### src/rtl/wave_sample_reader.sv
// ============================================================================
// Module   : wave_sample_reader
// Function : Tick-driven BRAM sample fetcher with periodic wrap for playback.
// Revision : 1.0
// ============================================================================
`default_nettype none

module wave_sample_reader #(
   parameter int unsigned DATA_W    = 32,
   parameter int unsigned ADDR_W    = 32,
   parameter int unsigned BASE_ADDR = 8,
   parameter int unsigned ADDR_STEP = 4,
   parameter int unsigned BRAM_LAT  = 2
) (
   input  logic              clk_i,
   input  logic              reset_i,
   input  logic              reader_rstn_i,
   input  logic              tick_i,
   input  logic [31:0]       num_of_samples_i,
   input  logic [DATA_W-1:0] bram_read_i,
   output logic [ADDR_W-1:0] bram_addr_o,
   output logic [DATA_W-1:0] sample_out_o,
   output logic              sample_valid_o,
   output logic              wrap_pulse_o,
   output logic              overrun_o
);

   localparam logic [ADDR_W-1:0] C_BASE     = ADDR_W'(BASE_ADDR);
   localparam logic [ADDR_W-1:0] C_STEP     = ADDR_W'(ADDR_STEP);
   localparam logic [3:0]        C_LAT_INIT = 4'(BRAM_LAT - 1);

   typedef enum logic [1:0] {
      S_IDLE      = 2'd0,
      S_WAIT_TICK = 2'd1,
      S_FETCH     = 2'd2,
      S_PRESENT   = 2'd3
   } state_t;

   state_t              state_q;
   logic [31:0]         index_q;
   logic [31:0]         n_lat_q;
   logic [3:0]          lat_cnt_q;
   logic [ADDR_W-1:0]   bram_addr_q;
   logic [DATA_W-1:0]   sample_q;
   logic                valid_q;
   logic                wrap_q;
   logic                overrun_q;

   logic                last_d;
   logic [31:0]         index_d;
   logic [ADDR_W-1:0]   bram_addr_d;

   // Address advances incrementally so no multiplier is needed; wrap reloads the base.
   assign last_d      = (index_q == (n_lat_q - 32'd1));
   assign index_d     = last_d ? 32'd0 : (index_q + 32'd1);
   assign bram_addr_d = last_d ? C_BASE : (bram_addr_q + C_STEP);

   always_ff @(posedge clk_i or posedge reset_i) begin
      if (reset_i) begin
         state_q     <= S_IDLE;
         index_q     <= '0;
         n_lat_q     <= '0;
         lat_cnt_q   <= '0;
         bram_addr_q <= C_BASE;
         sample_q    <= '0;
         valid_q     <= 1'b0;
         wrap_q      <= 1'b0;
         overrun_q   <= 1'b0;
      end else if (!reader_rstn_i) begin
         state_q     <= S_IDLE;
         index_q     <= '0;
         n_lat_q     <= '0;
         lat_cnt_q   <= '0;
         bram_addr_q <= C_BASE;
         sample_q    <= '0;
         valid_q     <= 1'b0;
         wrap_q      <= 1'b0;
         overrun_q   <= 1'b0;
      end else begin
         valid_q <= 1'b0;
         wrap_q  <= 1'b0;
         case (state_q)
            S_IDLE: begin
               n_lat_q <= num_of_samples_i;
               if (num_of_samples_i != 32'd0) begin
                  state_q <= S_WAIT_TICK;
               end
            end
            S_WAIT_TICK: begin
               if (tick_i) begin
                  state_q   <= S_FETCH;
                  lat_cnt_q <= C_LAT_INIT;
               end
            end
            S_FETCH: begin
               if (tick_i) begin
                  overrun_q <= 1'b1;
               end
               if (lat_cnt_q == 4'd0) begin
                  state_q  <= S_PRESENT;
                  sample_q <= bram_read_i;
                  valid_q  <= 1'b1;
                  wrap_q   <= last_d;
               end else begin
                  lat_cnt_q <= lat_cnt_q - 4'd1;
               end
            end
            S_PRESENT: begin
               if (tick_i) begin
                  overrun_q <= 1'b1;
               end
               index_q     <= index_d;
               bram_addr_q <= bram_addr_d;
               state_q     <= S_WAIT_TICK;
            end
            default: state_q <= S_IDLE;
         endcase
      end
   end

   assign bram_addr_o    = bram_addr_q;
   assign sample_out_o   = sample_q;
   assign sample_valid_o = valid_q;
   assign wrap_pulse_o   = wrap_q;
   assign overrun_o      = overrun_q;

endmodule

`default_nettype wire

### config.mk
export PLATFORM = sky130hd
export DESIGN_NAME = wave_sample_reader
export DESIGN_NICKNAME = d
export VERILOG_FILES = /design/src/rtl/wave_sample_reader.sv
export SDC_FILE = /design/constraint.sdc
export NUM_CORES = 1
export LEC_CHECK = 0
export BUFFER_PORTS_ARGS = -buffer_cell sky130_fd_sc_hd__buf_2
export CAP_MARGIN = 20
export CORE_MARGIN = 2
export CORE_UTILIZATION = 45
export CTS_CLUSTER_SIZE = 30
export DETAILED_ROUTE_END_ITERATION = 10
export GPL_TIMING_DRIVEN = 0
export HOLD_SLACK_MARGIN = 0.1
export MAX_ROUTING_LAYER = met4
export PLACE_DENSITY = 0.69
export SLEW_MARGIN = 5
export SYNTH_ARGS = -nofsm -noshare
export SYNTH_HDL_FRONTEND = slang
export SYNTH_SLANG_ARGS = --single-unit
### constraint.sdc
create_clock -name clk_i -period 4.29 [get_ports clk_i]
set_input_delay 0.429 -clock clk_i [delete_from_list [all_inputs] [get_ports clk_i]]
set_output_delay 0.429 -clock clk_i [all_outputs]
set_load 0.1 [all_outputs]
### After elaboration in Yosys (flattened, before gate mapping)

Index checks and enable logic that the tools add are counted.

* memory bits (read-only): 0
* input port bits: 68
* logic and storage cells: 65
* memories: 0
* RAM bits: 0
* latch bits: 0
* output and inout bits: 67
* register bits after elaboration: 137

* $mul: 0
* multiplexer cells: 29
* div/mod/pow operators: 0
* shift-type cells: 0
* bitwise logic cells: 0
* add/sub/neg operators: 4
* eq/ne operators: 15
* $lt $le $gt $ge: 0
* reductions and logical operators: 8

Operators with widths (count)
* $mux 32: 11
* $add 32x1->32 const B: 1
* $add 32x3->32 const B: 1
* $eq 32x32->1: 1
* $reduce_bool 32->1: 1
* $sub 32x1->32 const B: 1
* $mux 4: 3
* $ne 3x3->1 const B: 4
* $ne 2x1->1 const B: 5
* $mux 1: 9
* $mux 2: 4
* $pmux 2 s4: 1
* $pmux 4 s2: 1
* $reduce_and 3->1: 2
* $eq 2x2->1 const B: 2
* $logic_not 4->1: 1
* $reduce_and 2->1: 2
* $sub 4x1->4 const B: 1
* $ne 3x1->1 const B: 1
* $eq 2x1->1 const B: 1
* $logic_not 2->1: 1
* $ne 2x2->1 const B: 1
* $reduce_or 2->1: 1

### Depth between registers and ports, before layout

Gate-level depths: netlist (run 1).

* depth after elaboration: 5
* gate-level depth with buffers: 12
* depth with buffers taken out: 10

### Least setup slack after synthesis (run 1)

No wires, ideal clock.

* kind: register -> register
* from: register n_lat_q[0]
* to: register bram_addr_q[16], in the netlist bram_addr_o[16]
* period minus slack after synthesis: 3454 ps
* data required time: 4169 ps
* arrival time: 3333 ps
* setup time: 121 ps
* stages on the path, launching flop included: 12
* slack: 836 ps
* buffers on the path: 1
* path through: dfrtp_1 inv_1 ha_1 or3b_4 or4_4 a2111oi_4 nand4b_1 a2111oi_2 nand4_1 o31ai_4 buf_6 nor2_2

* word-level cells in the longest chain between the ends: 5

Ends and longest elaborated chain
* start: declaration: RTL line 41 `logic [31:0] n_lat_q;`
* start signal: assignment: RTL line 84 `n_lat_q <= num_of_samples_i;`
* $sub 32x1->32: RTL line 54 `assign last_d = (index_q == (n_lat_q - 32'd1));`
* $eq 32x32->1: RTL line 54
* $mux 32: RTL line 56 `assign bram_addr_d = last_d ? C_BASE : (bram_addr_q + C_STEP);`
* $mux 32: RTL line 82 `case (state_q)`
* $mux 32: RTL line 69 `end else if (!reader_rstn_i) begin`
* end signal: assignment: RTL line 113 `bram_addr_q <= bram_addr_d;`
* end: declaration: RTL line 43 `logic [ADDR_W-1:0] bram_addr_q;`

No other way between the ends. The select of a mux whose other input is x is not followed.
A chain may end at the register's enable or synchronous reset.

### Final worst setup path (run 1)

* from: register n_lat_q[0]
* to: register index_q[15]

* word-level cells in the longest chain between the ends: 5

Ends and longest elaborated chain
* $sub 32x1->32: RTL line 54
* $eq 32x32->1: RTL line 54
* $mux 32: RTL line 55 `assign index_d = last_d ? 32'd0 : (index_q + 32'd1);`
* $mux 32: RTL line 82
* $mux 32: RTL line 69
* end signal: assignment: RTL line 112 `index_q <= index_d;`
* end: declaration: RTL line 40 `logic [31:0] index_q;`

No other way between the ends. The select of a mux whose other input is x is not followed.

==> flow_summary.yaml, run 1 <==
clock_tree:
  cts_setup_buffers: 0
  cts_max_level: 4
  clock_latency_ns: 0.42
  clk_pin_slew_ns: 0.06
  cts_tree: "yes"
  cts_root_buffer: "clkbuf_16"
  cts_buffers: 17
  cts_sinks: 135
  clockBufferDepth: 2
  postCtsHoldBufs: 0
  cts-resized-gates: 0
placement:
  gp_congestion: 0.867
  place_hpwl_mm: 13.1
  portBuffers: 132
  dp_cells: 1102
layout:
  layout_common_cells: "134 x buf_2, 134 x dfrtp_1, 81 x nor2_1"
  fill_cells: 1448
  final_cells: 1136
  regArea_sq_um: 3380
  syn_to_final_growth_pct: 21.2
  diodes: 0
  multi_input_area_sq_um: 3780
  final_nets: 980
  layout-drive-gt1-share: 0.266
setup_path:
  path_class: "flip-flop to flip-flop"
  path_cells: "inv_1, ha_1, or3b_4, or4_4, a2111oi_4, nand4b_1, a2111oi_2, nand4_1, o31ai_4, buf_12, buf_6, nor2_2"
  crit_path_end_kind: "flip-flop"
  timing.critical_path.required_ns: 4.59
  crit_path_top_delay_cell: "or4_4"
  max_stage_delay_ns: 0.50
  cp.arrival_ns: 4.11
  cp_max_fo: 10
  cp-start-kind: "flip-flop"
detailed_routing:
  drtAntennaViolNets: 0
  routedWlPerCell_um: 15.9
  drt_iter0_markers: 430
  first_pass_iters: 5
  vias: 6045
  drc: 0
  wl_mm: 18.1
  vias_per_cell: 5.32
global_route:
  grt_usage: 0.219
  grt_max_degree: 70
  gr-total-overflow: 0
  antenna_found_initial: 0
  grt_pass1_wl_mm: 29.8
  grt_pass1_vias: 5934
power_and_ir_drop:
  power.switching_w: 0.00181
  seq_power_share: 0.338
  p_clk_frac: 0.314
  power_density_nw_per_um2: 508
  p_int_w: 0.00279
  netSwitchingFraction: 0.393
  cellLeakagePower_nw: 4.18
  pwr-share-comb: 0.348
  peakVddDrop_mv: 0.308
sta:
  fmax_ghz: 0.263
  hold_viol: 0
  slew_headroom: 0.518
  setup_viol: 0
  skew_ns: 0.0114
  rsz0062_at_grt: "false"
  finalCritPeriodShare: 0.888
  tightest_slew_ns: 0.717
  report.final.slew_viol_count: 0
  whs_ns: 0.0999
  period_needed_ns: 3.81
yosys:
  synth_warnings: 0
  synth_cell_types: 66
  synth-edff-count: 0
  async_flop_share: 1.00
  ys_ff_latch: 135
  avgSynthCellArea_sq_um: 9.99
  ys_seq_area_frac: 0.452
  syn_inst: 748
  syn_area_sq_um: 7480
  synthFlopType: "dfrtp_1"
floorplan:
  dieArea_sq_um: 17700
  die_h_um: 133
  core_sq_um: 16400
  initial_core_util: 0.456
  std_cell_rows: 47
  io-pin-count: 135
  die_w_um: 133
outcome:
  status: "completed"
run:
  drv_cap: 0
worst_hold_path:
  hold_path.class: "primary input to async pin"
## stage by stage
step / worst slack [ns] / area (sq um) / total power [W] / TNS [ns] / util
floorplan: 0.252 / 7480 / 0.00282 / 0 / -
global placement: -1.35 / 8420 / 0.00314 / -179.30 / 0.513
detailed placement: 0.277 / 8450 / 0.00316 / 0 / 0.515
CTS: 0.252 / 9030 / 0.00463 / 0 / 0.550
global route: 0.224 / 9060 / 0.00485 / 0 / 0.552
finish: 0.481 / 9060 / 0.00460 / 0 / 0.552
## power by group through the flow
stage | combinational [W] | clock (W) | sequential (W)
2_1_floorplan | 0.000985 | 0 | 0.00183
3_3_place_gp | 0.00157 | 0 | 0.00157
3_5_place_dp | 0.00159 | 0 | 0.00157
4_1_cts | 0.00160 | 0.00147 | 0.00155
5_1_grt | 0.00174 | 0.00153 | 0.00158
6_report | 0.00160 | 0.00145 | 0.00156
## state kept, by name (all words and copies together), names as in the netlist
| name | count |
|---|---|
| wrap_pulse_o | 1 |
| lat_cnt_q | 4 |
| sample_out_o | 32 |
| sample_valid_o | 1 |
| index_q | 32 |
| overrun_o | 1 |
| bram_addr_o | 30 |
| state_q | 2 |
| n_lat_q | 32 |
## metal layers
| layer | share of wire | routed length, um | GRT usage |
|---|---|---|---|
| met1 | 0.47 | 8510 | 0.286 |
| met5 | 0 | 0 | - |
| met3 | 0.049 | 878 | 0.0494 |
| met2 | 0.47 | 8420 | 0.340 |
| met4 | 0.016 | 287 | 0.0699 |
## area by class of cell
cell class              instances  area share
repair buffers                135      0.0790
multi-input cells             554       0.418
clock buffers                  19      0.0489
plain buffers                  41      0.0271
inverters                      19     0.00843
clock inverters                13      0.0155
flip-flops and latches        135       0.373
well taps                     220      0.0304
## path summary, 6_finish.rpt
check	from	endpoint	slack, ns	cells after the start
worst max-delay path	n_lat_q[0]$_DFFE_PP0P_	index_q[15]$_DFFE_PP0P_	0.48	12
worst min-delay path	reset_i	sample_out_o[0]$_DFFE_PP0P_	0.1	2
worst max register to register	n_lat_q[0]$_DFFE_PP0P_	index_q[15]$_DFFE_PP0P_	0.48	12
worst min register to register	sample_out_o[29]$_DFFE_PP0P_	sample_out_o[29]$_DFFE_PP0P_	0.50	1
max in group asynchronous	reset_i	bram_addr_o[3]$_DFFE_PP1P_	3.40	3
min in group clk_i	bram_read_i[14]	sample_out_o[14]$_DFFE_PP0P_	0.22	2
## critical path, delay by kind of cell, from the launching register on
| kind | cells | cell delay (ns) |
|---|---|---|
| AO/OA/AOI/OAI | 3 | 1.09 |
| adder cells (fa/ha/maj) | 1 | 0.26 |
| buffers and inverters | 3 | 0.44 |
| flip-flops | 1 | 0.47 |
| AND/OR/NAND/NOR | 5 | 1.43 |
## synth_stat cells (11+ instances only)
library cell / instances / area share
nor2_2: 40 / 0.033
nor4_1: 20 / 0.017
clkbuf_1: 18 / 0.0090
inv_1: 19 / 0.0095
o21ai_0: 13 / 0.0087
xnor2_1: 45 / 0.053
xor2_1: 48 / 0.056
nor3_1: 22 / 0.015
nor2_1: 81 / 0.041
nand4_1: 24 / 0.020
mux2i_1: 37 / 0.050
a22o_1: 34 / 0.040
nand2_1: 38 / 0.019
nand3_1: 26 / 0.017
dfrtp_1: 134 / 0.45
a21oi_1: 11 / 0.0074
## logic make-up (layout without fill, tap and decap cells)
group | after synthesis | in the layout | synth area share
and+or+nand+nor | 318 | 318 | 0.230
adders and majority gates | 9 | 9 | 0.0151
xor gates and xnor gates | 93 | 93 | 0.109
DFF | 135 | 135 | 0.452
other | 1 | 2 | 0.000502
AOI/OAI and AO/OA | 93 | 93 | 0.0989
buffers and inverters | 60 | 227 | 0.0423
muxes | 39 | 39 | 0.0526
Power figures use the tool's default switching activity.
==> run 2: changes to the inputs <==
- ABC_AREA: default -> 1
- PLACE_DENSITY: 0.69 -> 0.68
==> run 2 against run 1 <==
Against the previous run: global-route usage rose by 2.8 points; total power rose by 16%; highest routed layer unchanged; non-clock buffer count rose by 1; final area rose by 11%.
==> flow_summary.yaml, run 2 <==
outcome:
  status: "completed"
sta:
  hold_viol: 0
  whs_ns: 0.0863
  skew_ns: 0.00873
  setup_ws_ns: 1.58
  tightest_slew_ns: 0.635
  fmax_ghz: 0.369
  tns_ns: 0
  setup_viol: 0
  report.final.slew_viol_count: 0
  slew_headroom: 0.573
  rsz0062_at_grt: "false"
  period_needed_ns: 2.71
  finalCritPeriodShare: 0.632
global_route:
  grt_usage: 0.247
  grt_max_degree: 71
  grt_pass1_vias: 7562
  grt_pass1_wl_mm: 38.2
  gr-total-overflow: 0
  antenna_found_initial: 0
setup_path:
  timing.critical_path.required_ns: 4.59
  cp_max_fo: 10
  path_class: "flip-flop to flip-flop"
  ff2ff_setup_slack_ns: 1.58
  cp.arrival_ns: 3.01
  cp-start-kind: "flip-flop"
  crit_path_end_kind: "flip-flop"
clock_tree:
  cts-resized-gates: 0
  cts_root_buffer: "clkbuf_16"
  clk_pin_slew_ns: 0.06
  clockBufferDepth: 2
  cts_setup_buffers: 0
  cts_max_level: 4
  clock_latency_ns: 0.42
  cts_buffers: 17
  cts_sinks: 135
  postCtsHoldBufs: 0
  cts_tree: "yes"
yosys:
  synth_warnings: 0
  synth_commonest_cells: "332 x nand2_1, 134 x dfrtp_1, 123 x nand3_1, 116 x nor2_1, 102 x inv_1"
  synth_area_leader_cell: "dfrtp_1"
  avgSynthCellArea_sq_um: 7.33
  synth-edff-count: 0
  ys_ff_latch: 135
  syn_inst: 1152
  async_flop_share: 1.00
  synth_cell_types: 47
  syn_area_sq_um: 8450
  synth_top_area_share: 0.397
  yosysMostFrequentCell: "nand2_1"
  ys_seq_area_frac: 0.400
  synthFlopType: "dfrtp_1"
  synth_area_leaders: "dfrtp_1 40%, nand2_1 15%, nand3_1 7.3%"
detailed_routing:
  drc: 0
  drtAntennaViolNets: 0
  wl_mm: 23.3
  vias_per_cell: 5.18
  routedWlPerCell_um: 15.0
  vias: 8036
  drt_iter0_markers: 614
  first_pass_iters: 5
layout:
  layout-drive-gt1-share: 0.171
  layout_commonest_cell: "nand2_1"
  final_nets: 1382
  syn_to_final_growth_pct: 18.7
  fill_cells: 1756
  diodes: 0
  fin_util: 0.540
  layout_common_cells: "332 x nand2_1, 135 x buf_2, 134 x dfrtp_1"
placement:
  place_ws_ns: 1.60
  gp_congestion: 0.928
  portBuffers: 132
  place_hpwl_mm: 17.9
power_and_ir_drop:
  cellLeakagePower_nw: 4.96
  peakVddDrop_mv: 0.329
  finalPower_w: 0.00533
  power_density_nw_per_um2: 532
run:
  drv_cap: 0
floorplan:
  initial_core_util: 0.455
  core_sq_um: 18600
  dieArea_sq_um: 19900
  io-pin-count: 135
  die_w_um: 141
  die_h_um: 141
  std_cell_rows: 50
worst_hold_path:
  hold_path.class: "primary input to async pin"
==> run 2: changes by cell type in the layout (fill, tap and decap cells not counted), moves of 33 or more <==
| cell | before | now |
|---|---|---|
| nand2_1 | 38 | 332 |
| nand3_1 | 26 | 123 |
| inv_1 | 18 | 101 |
| o21ai_0 | 13 | 61 |
| mux2i_1 | 37 | 0 |
| nor2_1 | 81 | 116 |
| a22o_1 | 34 | 0 |
| nor2_2 | 40 | 7 |
==> run 2: cell type report <==
type | instances | area (sq um) | area share
buffer | 44 | 230 | 0.0230
timing repair buffer | 133 | 688 | 0.0686
multi-input combinational | 866 | 4430 | 0.442
clock inverter | 15 | 166 | 0.0166
tap | 234 | 293 | 0.0292
clock buffer | 17 | 425 | 0.0424
inverter | 108 | 410 | 0.0409
sequential | 135 | 3380 | 0.337
==> run 2: kinds of logic (layout without fill, tap and decap cells) <==
logic type               Yosys count  in the layout  share of synthesized area
AND/OR/NAND/NOR                  666            666                      0.349
XOR/XNOR                          86             86                     0.0892
flip-flops                       135            135                      0.400
adder cells (fa/ha/maj)            9              9                     0.0133
other                              1              2                   0.000444
buffers and inverters            152            317                     0.0753
AO/OA/AOI/OAI                    103            103                     0.0727
==> run 2: final timing paths <==
check / from / to / depth (start not counted)
min reg2reg: sample_out_o[1]$_DFFE_PP0P_ / sample_out_o[1]$_DFFE_PP0P_ / 2
max reg2reg: n_lat_q[0]$_DFFE_PP0P_ / bram_addr_o[5]$_DFFE_PP0P_ / 14
max in group asynchronous: reset_i / n_lat_q[27]$_DFFE_PP0P_ / 3
min in group clk_i: bram_read_i[1] / sample_out_o[1]$_DFFE_PP0P_ / 3
max: n_lat_q[0]$_DFFE_PP0P_ / bram_addr_o[5]$_DFFE_PP0P_ / 14
min: reset_i / bram_addr_o[2]$_DFFE_PP0P_ / 2
==> run 2: stage by stage <==
| step | cell area, sq um | cells |
|---|---|---|
| 6_report | 10000 | 1552 |
| 5_1_grt | 10000 | 1552 |
| 4_1_cts | 10000 | 1552 |
| 3_5_place_dp | 9440 | 1520 |
| 3_3_place_gp | 9400 | 1519 |
| 2_1_floorplan | 8450 | 1153 |
==> run 2: per-layer routing <==
metal  vias up  global-route usage  routed length [um]
met2       195               0.385               11000
met4         0              0.0547                 308
met5         -                   -                   0
met3        22              0.0418                1110
li1       4023                   -                   -
met1      3796               0.340               10900
==> run 2: report_power, final <==
group	internal [W]	leakage [nW]	total, W	switching, W
registers	0.00142	1.85	0.00159	0.000163
clock network	0.000869	0.287	0.00149	0.000618
logic	0.000643	2.83	0.00226	0.00161
total	0.00294	4.96	0.00533	0.00239
==> run 2: critical path: stages (launching register included) <==
cell and delay, ns:
dfrtp_1 0.37, inv_1 0.13, ha_1 0.27, nand3_4 0.15
nor2_2 0.16, nand2_1 0.20, o21ai_1 0.21, nand2_1 0.08
nor2_1 0.10, nand2_1 0.10, nor2_4 0.13, nand3_4 0.16
nand2_4 0.12, buf_2 0.26, o21ai_0 0.13
==> run 3: changes to the inputs <==
- PLACE_DENSITY: 0.68 -> 0.66
- clock period: 4.29 -> 2.6 ns (I/O delays scaled with it)
==> run 3 against run 2 <==
Against the previous run: critical path depth up 3; die area unchanged; cell count up 4.3%; wire length up 5.4%; sequential power up 65%; non-clock buffer count up 67; largest cell class unchanged; largest power group unchanged; highest routed layer unchanged.
==> flow_summary.yaml, run 3 (synthesis results as in run 2) <==
layout:
  final_cells: 1619
  layout_commonest_cell: "nand2_1"
  layout_common_cells: "331 x nand2_1, 133 x dfrtp_1, 132 x buf_2"
  final_nets: 1449
  syn_to_final_growth_pct: 27.4
  fill_cells: 1742
  regArea_sq_um: 3380
  layout-drive-gt1-share: 0.179
  multi_input_area_sq_um: 4490
placement:
  place_ws_ns: -0.0420
  gp_congestion: 0.982
  place_hpwl_mm: 18.3
  portBuffers: 132
  dp_cells: 1523
sta:
  finalCritPeriodShare: 0.917
  slew_headroom: 0.589
  skew_ns: 0.0115
  rsz0062_at_grt: "false"
  setup_ws_ns: 0.217
  report.final.slew_viol_count: 0
  setup_viol: 0
  hold_viol: 0
  tightest_slew_ns: 0.615
  period_needed_ns: 2.38
  fmax_ghz: 0.420
setup_path:
  timing.critical_path.required_ns: 2.92
  cp-start-kind: "flip-flop"
  path_class: "flip-flop to flip-flop"
  crit_path_end_kind: "flip-flop"
  cp.arrival_ns: 2.70
  cp_max_fo: 10
  rr_worst_depth: 17
global_route:
  grt_usage: 0.263
  gr-total-overflow: 0
  antenna_found_initial: 1
  grt_max_degree: 34
  grt_pass1_wl_mm: 40.4
  grt_pass1_vias: 8116
floorplan:
  io-pin-count: 135
  die_h_um: 141
  die_w_um: 141
  std_cell_rows: 50
  dieArea_sq_um: 19900
  core_sq_um: 18600
  initial_core_util: 0.455
clock_tree:
  cts_max_level: 4
  cts_buffers: 17
  clockBufferDepth: 2
  clock_latency_ns: 0.44
  clk_pin_slew_ns: 0.06
  cts_root_buffer: "clkbuf_16"
  cts_tree: "yes"
  cts_sinks: 135
power_and_ir_drop:
  cellLeakagePower_nw: 5.27
  peakVddDrop_mv: 0.632
  finalPower_w: 0.00901
  power_density_nw_per_um2: 837
detailed_routing:
  wl_mm: 24.6
  vias_per_cell: 5.12
  drt_iter0_markers: 535
  drc: 0
  first_pass_iters: 5
  routedWlPerCell_um: 15.2
  drtAntennaViolNets: 0
  vias: 8289
worst_hold_path:
  hold_path.class: "primary input to flip-flop"
  whs_path_depth: 3
outcome:
  status: "completed"
run:
  drv_cap: 0
[run 3: cell count changes in the layout (fill, tap and decap cells not counted), moves of 2 or more]
cell           previous run  this run
nor2_4                    3         5
buf_4                     2        13
buf_12                    2         6
buf_2                   135       132
nor2_2                    7        10
clkinvlp_4                2         4
nor2_1                  116       111
inv_6                     6         3
dlygate4sd3_1             0        55
[run 3: critical path, cell delays in order, from the launching register on]
cell     delay [ns]
dfrtp_1        0.38
inv_2          0.11
ha_4           0.17
nand2_1        0.05
nor2_1         0.11
nand3_1        0.24
nor2_1         0.16
nand2_1        0.05
nand2_1        0.09
nand2_1        0.06
inv_1          0.04
nand2_1        0.07
nor2_4         0.16
nand3_4        0.11
nand2_4        0.10
buf_8          0.14
buf_12         0.15
o21ai_2        0.06
[run 3: layout make-up]
type                            instances  area share
Clock buffer                           18      0.0399
Timing Repair Buffer                  200       0.126
Sequential cell                       135       0.315
Clock inverter                         13      0.0137
Inverter                              108      0.0380
Tap cell                              234      0.0272
Multi-Input combinational cell        866       0.418
Buffer                                 44      0.0221
Antenna cell                            1    0.000233
[run 3: through the flow]
step	area (sq um)	utilization	hold slack [ns]	setup TNS [ns]
finish	10800	0.579	0.102	0
global route	10800	0.579	0.120	0
CTS	10600	0.573	0.100	0
detailed placement	9490	0.511	0.372	-0.585
global placement	9410	0.507	0.458	-46.63
floorplan	8460	-	0.377	0
[run 3: path summary, 6_finish.rpt]
kind	from	end	slack, ns
max	n_lat_q[0]$_DFFE_PP0P_	index_q[4]$_DFFE_PP0P_	0.22
min	num_of_samples_i[13]	n_lat_q[13]$_DFFE_PP0P_	0.10
max reg2reg	n_lat_q[0]$_DFFE_PP0P_	index_q[4]$_DFFE_PP0P_	0.22
min reg2reg	sample_out_o[5]$_DFFE_PP0P_	sample_out_o[5]$_DFFE_PP0P_	0.49
max in group asynchronous	reset_i	lat_cnt_q[3]$_DFFE_PP0P_	1.17
min in group asynchronous	reset_i	index_q[30]$_DFFE_PP0P_	0.45
[run 3: power breakdown]
part,switching [W],internal [W]
sequential,0.000276,0.00235
combinational,0.00272,0.00123
clock,0.00100,0.00142
[run 3: timing repair]
item	4_1_cts	5_1_grt
pin swaps	1	5
hold buffers	55	0
gates resized for setup	4	14
endpoints found under the setup margin	48	58
endpoints found under the hold margin	79	0
setup buffers	1	8
[run 3: metal layers]
| metal | part of all wire | wire, um | global-route usage | up-vias |
|---|---|---|---|---|
| met5 | 0 | 0 | - | - |
| met2 | 0.49 | 11900 | 0.428 | 206 |
| met4 | 0.018 | 445 | 0.0726 | 0 |
| met1 | 0.46 | 11200 | 0.341 | 3890 |
| met3 | 0.041 | 1020 | 0.0455 | 36 |
| li1 | - | - | - | 4157 |
